$ cat src/rtl/detector_filter.sv
`default_nettype none
// ============================================================================
// Module   : detector_filter
// Purpose  : Synchronise and debounce four maze obstacle sensors and publish
//            a coherent 4-bit blocked/open vector to the auto-drive logic.
// Options  : DETECTOR_GLITCH_CNT_EN adds the saturating glitch_cnt output.
// Revision : 1.0 - initial release
// ============================================================================
module detector_filter #(
  parameter int unsigned CLK_HZ         = 100_000_000,
  parameter int unsigned TICK_HZ        = 1000,
  parameter int unsigned DEBOUNCE_TICKS = 20,
  parameter int unsigned CNT_W          = 5,
  parameter int unsigned GLITCH_W       = 8
) (
  input  logic       sys_clk,
  input  logic       rst,
  input  logic       power,
  input  logic [1:0] global_state,
  input  logic [3:0] raw_detector,
  output logic [3:0] turn_detector,
  output logic       detector_valid,
  output logic       detector_change
`ifdef DETECTOR_GLITCH_CNT_EN
  ,
  output logic [GLITCH_W-1:0] glitch_cnt
`endif
);

  localparam int unsigned        c_presc     = CLK_HZ / TICK_HZ;
  localparam int unsigned        c_pw        = (c_presc > 1) ? $clog2(c_presc) : 1;
  localparam logic [c_pw-1:0]    c_presc_max = c_pw'(c_presc - 1);
  localparam logic [CNT_W-1:0]   c_deb       = CNT_W'(DEBOUNCE_TICKS);

  generate
    if ((c_presc < 2) || (DEBOUNCE_TICKS < 1) ||
        (DEBOUNCE_TICKS > ((2 ** CNT_W) - 1)) || (GLITCH_W < 3)) begin : g_param_check
      $error("detector_filter: illegal parameter combination");
    end
  endgenerate

  logic [3:0]            r_sync1;
  logic [3:0]            r_sync2;
  logic [3:0]            r_cand;
  logic [3:0][CNT_W-1:0] r_cnt;
  logic [c_pw-1:0]       r_presc;
  logic [3:0]            r_turn;
  logic                  r_valid;
  logic                  r_change;

  logic       w_en;
  logic       w_tick;
  logic [3:0] w_diff;
  logic [3:0] w_stable;
  logic       w_all_stable;
  logic       w_publish;

  assign w_en   = power & (global_state == 2'b11);
  assign w_tick = (r_presc == c_presc_max);
  assign w_diff = r_sync2 ^ r_cand;

  always_comb begin
    w_stable = '0;
    for (int i = 0; i < 4; i++) begin
      w_stable[i] = (r_cnt[i] == c_deb);
    end
  end

  assign w_all_stable = &w_stable;
  assign w_publish    = w_all_stable & ((r_cand != r_turn) | ~r_valid);

  // Raw lines are fully asynchronous; reset to "blocked" so nothing looks open early.
  always_ff @(posedge sys_clk or negedge rst) begin
    if (!rst) begin
      r_sync1 <= 4'b1111;
      r_sync2 <= 4'b1111;
    end else begin
      r_sync1 <= raw_detector;
      r_sync2 <= r_sync1;
    end
  end

  always_ff @(posedge sys_clk or negedge rst) begin
    if (!rst) begin
      r_presc <= '0;
    end else if (w_tick) begin
      r_presc <= '0;
    end else begin
      r_presc <= r_presc + c_pw'(1);
    end
  end

  // A level change always wins over a coincident tick so the window restarts cleanly.
  always_ff @(posedge sys_clk or negedge rst) begin
    if (!rst) begin
      r_cand <= 4'b1111;
      r_cnt  <= '0;
    end else if (!w_en) begin
      r_cand <= r_sync2;
      r_cnt  <= '0;
    end else begin
      for (int i = 0; i < 4; i++) begin
        if (w_diff[i]) begin
          r_cand[i] <= r_sync2[i];
          r_cnt[i]  <= '0;
        end else if (w_tick && (r_cnt[i] < c_deb)) begin
          r_cnt[i] <= r_cnt[i] + CNT_W'(1);
        end
      end
    end
  end

  always_ff @(posedge sys_clk or negedge rst) begin
    if (!rst) begin
      r_turn   <= 4'b1111;
      r_valid  <= 1'b0;
      r_change <= 1'b0;
    end else if (!w_en) begin
      r_turn   <= 4'b1111;
      r_valid  <= 1'b0;
      r_change <= 1'b0;
    end else begin
      r_change <= w_publish;
      if (w_publish) begin
        r_turn  <= r_cand;
        r_valid <= 1'b1;
      end
    end
  end

  assign turn_detector   = r_turn;
  assign detector_valid  = r_valid;
  assign detector_change = r_change;

`ifdef DETECTOR_GLITCH_CNT_EN
  logic [GLITCH_W-1:0] r_glitch;
  logic [2:0]          w_glitch_inc;
  logic [GLITCH_W:0]   w_glitch_sum;

  // Only a flip that interrupts a partly filled window counts as a glitch.
  always_comb begin
    w_glitch_inc = '0;
    for (int i = 0; i < 4; i++) begin
      if (w_en && w_diff[i] && (r_cnt[i] != '0) && (r_cnt[i] < c_deb)) begin
        w_glitch_inc = w_glitch_inc + 3'd1;
      end
    end
  end

  assign w_glitch_sum = {1'b0, r_glitch} + (GLITCH_W + 1)'(w_glitch_inc);

  always_ff @(posedge sys_clk or negedge rst) begin
    if (!rst) begin
      r_glitch <= '0;
    end else if (w_glitch_sum[GLITCH_W]) begin
      r_glitch <= '1;
    end else begin
      r_glitch <= w_glitch_sum[GLITCH_W-1:0];
    end
  end

  assign glitch_cnt = r_glitch;
`endif

endmodule
`default_nettype wire

$ cat config.mk
export PLATFORM = sky130hd
export DESIGN_NAME = detector_filter
export DESIGN_NICKNAME = d
export VERILOG_FILES = /design/src/rtl/detector_filter.sv
export SDC_FILE = /design/constraint.sdc
export NUM_CORES = 1
export LEC_CHECK = 0
export CAP_MARGIN = 20
export CORE_MARGIN = 3
export CORE_UTILIZATION = 24
export CTS_CLUSTER_DIAMETER = 100
export DETAILED_ROUTE_END_ITERATION = 6
export GPL_TIMING_DRIVEN = 0
export PLACE_DENSITY_LB_ADDON = 0.08
export SLEW_MARGIN = 5
export SYNTH_ARGS = -nofsm -noshare
export SYNTH_HDL_FRONTEND = slang
export SYNTH_SLANG_ARGS = --single-unit
export TNS_END_PERCENT = 5
$ cat constraint.sdc
create_clock -name sys_clk -period 2.4 [get_ports sys_clk]
set_input_delay 0.48 -clock sys_clk [delete_from_list [all_inputs] [get_ports sys_clk]]
set_output_delay 0.48 -clock sys_clk [all_outputs]
set_load 0.05 [all_outputs]
==> metrics <==
share of cells above drive strength 1 13.0%; Hold Worst Slack 0.191 ns; clock latency on the worst-skew pair 0.32 ns; All-Layer GR Usage 11.0%; startpoint type of the worst setup path flip-flop; Worst Setup End Kind flip-flop; Site Rows 37; DRC 0; family with the most delay on the worst path simple AND/OR/NAND/NOR gates; die width 111 microns; area of the multi-input gates 1170 sq um; clk sink count 55; Static Leakage 1.11 nW; critical path's largest stage delay 0.57 ns; DIE HEIGHT 111 microns; total iterations of the first detailed-routing run 4; Req. time, crit path 2.65 ns; Final Skew 0.0101 ns; Post-Route WL 6300 microns; initial antenna violation count 0; Max Transition Viols Final 0; CTS tree built; Max Fclk 451 MHz; sequential cell area fraction in the yosys report 53.0%; uppermost layer routed met4; nets 291; CTS clock-pin slew for the worst setup and hold paths 0.11 ns; sequence of cells on the critical path or4b_4 > or3_4 > buf_6 > or4_1 > a21oi_1; first-pass GRT wire length 10800 microns; Std-Cell Core Area 10500 sq um; slowest CP cell or4b_4; Hold Vio Cnt, Final 0; routed len/inst 15.3 microns; vias post-DR 1955; H-tree level count 2; Die Area 12300 sq um; Overall Power 1.67 mW; Place WS -0.0696 ns; CP arrival 2.46 ns; period utilization 92.4%; P&R area growth vs syn 17.3%; Synth Instances 253; number of max-cap violations 0; Hold Crit Class input pin to asynchronous set/reset pin; layout filler cell count 1093; number of global-route vias before repair 2016; I/O Buffers 14; area taken by flip-flops and latches 1400 sq um; M1 WL 3140 microns; Synth area leader dfrtp_1; n_diodes 0; ANT nets after route 0; post-DR vias/cell 4.75; Worst Max-Slew Pin Slew 0.940 ns; RSZ-0062 raised after global routing false; CTS Hold Bufs 0; critical path class flip-flop to flip-flop; warnings from Yosys 0; num ports 15; Max Buffers Root-to-Sink 2; CTS Root Cell clkbuf_8; Cell Area, Synth 2630 sq um; Setup Viol. Count Final 0; syn avg cell area 10.4 sq um; outcome completed; minimum clock period after layout 2.22 ns; Initial Util 25.1%; share of the synthesized area in the top cell type 37.1%; initial DRC count 57; Cell Pwr Density 542 nW/um^2; pin count of the biggest net entering global routing 56; CP max FO 10; Netlist cell types 35; routability cong. 0.712; Post-CTS Setup Bufs 0; Max IR drop VDD 0.184 mV; Mapped Nets 269; Worst Path Buf+Inv 1; Detailed Place HPWL 4260 microns; largest cells by area after synthesis dfrtp_1 37%, dfstp_2 16%, xnor2_1 4.3%, nand3_1 3.6%, a21oi_1 3.4%; Yosys reg bits 55; cts bufs inserted 5; met3 routed WL 150 microns; metal2 WL 2940 microns; Worst Slack Setup Final 0.182 ns; global route total overflow 0; Relative slew margins 36.8%
worst paths after layout:
path	slack, ns	to	cells past startpoint	startpoint
max in group asynchronous	1.71	r_cnt[16]	1	rst
setup / recovery	0.18	r_cnt[3]	5	r_presc[14]
hold reg to reg	0.36	r_sync2[2]	0	r_sync1[2]
hold / removal	0.19	detector_change	1	rst
setup reg to reg	0.18	r_cnt[3]	5	r_presc[14]
min in group sys_clk	0.36	r_sync2[2]	0	r_sync1[2]
synthesized netlist by cell type, drive strengths merged:
master	instances
nor4	3
a31oi	4
inv	10
or2	1
nand2	11
dfstp	16
o31ai	8
nand4	8
or4bb	3
clkbuf	9
dfrtp	39
nor4b	1
or3b	1
o21ai	18
nor2	13
nor2b	2
xnor2	13
nand4b	4
xor2	8
or3	7
or4b	1
o22ai	1
buf	2
or4	10
nand3	19
ha	7
nor3	4
a21oi	18
nor4bb	1
nand3b	1
and4	2
and2	3
and3	5
layout make-up:
type | instances | share of cell area (%)
plain buffers | 11 | 1.62
clock buffers | 6 | 2.67
clock inverters | 2 | 1.26
inverters | 10 | 1.22
multi-input cells | 177 | 37.9
flip-flops and latches | 55 | 45.2
well taps | 136 | 5.51
repair buffers | 15 | 4.62
placed cells by master (no fill, tap or decap), drive strengths merged, types with 2 or more instances in the layout:
master and instances:
o31ai 8, buf 3, or4bb 3, a21oi 18, clkdlybuf4s50 13, and2 3
nand2 11, nor3 4, nor2 13, clkbuf 16, or4 10, o21ai 18
nor4 3, xor2 8, xnor2 13, a31oi 4, nand3 19, inv 11
nand4 8, and3 5, and4 2, or3 7, dfstp 16, ha 7
nand4b 4, dfrtp 39, nor2b 2
worst register-to-register path: stages (launching register included):
cell	delay [ns]
dfrtp_1	0.44
or4b_4	0.57
or3_4	0.36
buf_6	0.15
or4_1	0.47
a21oi_1	0.16
per-layer routing:
metal | track usage, % | up-vias
li1 | - | 958
met1 | 15.4 | 976
met2 | 17.0 | 16
met3 | 2.57 | 5
met4 | 2.96 | 0
met5 | 0 | -
per-stage QoR:
stage	util (%)	setup TNS, ns	area (sq um)	std cells
2_1_floorplan	-	0	2630	253
3_3_place_gp	28.0	-52.30	2940	403
3_5_place_dp	28.0	-0.382	2940	403
4_1_cts	29.3	0	3080	411
5_1_grt	29.4	0	3090	412
6_report	29.4	0	3090	412
sequential cells by signal, summed over array words and instances (netlist names):
name,cells
turn_detector,4
r_cand,4
r_cnt,20
detector_change,1
r_sync1,4
detector_valid,1
r_sync2,4
r_presc,17
cells by family (layout without fill, tap and decap cells):
kind of cell	after synthesis	after routing	share of synthesized area [%]
and+or+nand+nor	100	100	23.1
DFF	55	55	53.0
AOI/OAI and AO/OA	49	49	10.3
xor gates and xnor gates	21	21	6.98
buffers and inverters	21	44	3.28
adders and majority gates	7	7	3.33
what timing repair did:
item	CTS	global route
setup endpoints to repair	12	6
gates resized for setup	3	3
pin swaps	0	1
power by group:
group | switching (mW) | leakage [nW] | total (mW) | internal (mW)
Clock | 0.328 | 0.0618 | 0.672 | 0.344
Combinational | 0.0294 | 0.352 | 0.0490 | 0.0196
Sequential | 0.00734 | 0.699 | 0.953 | 0.945
Total | 0.365 | 1.11 | 1.67 | 1.31
Power figures use the tool's default switching activity.
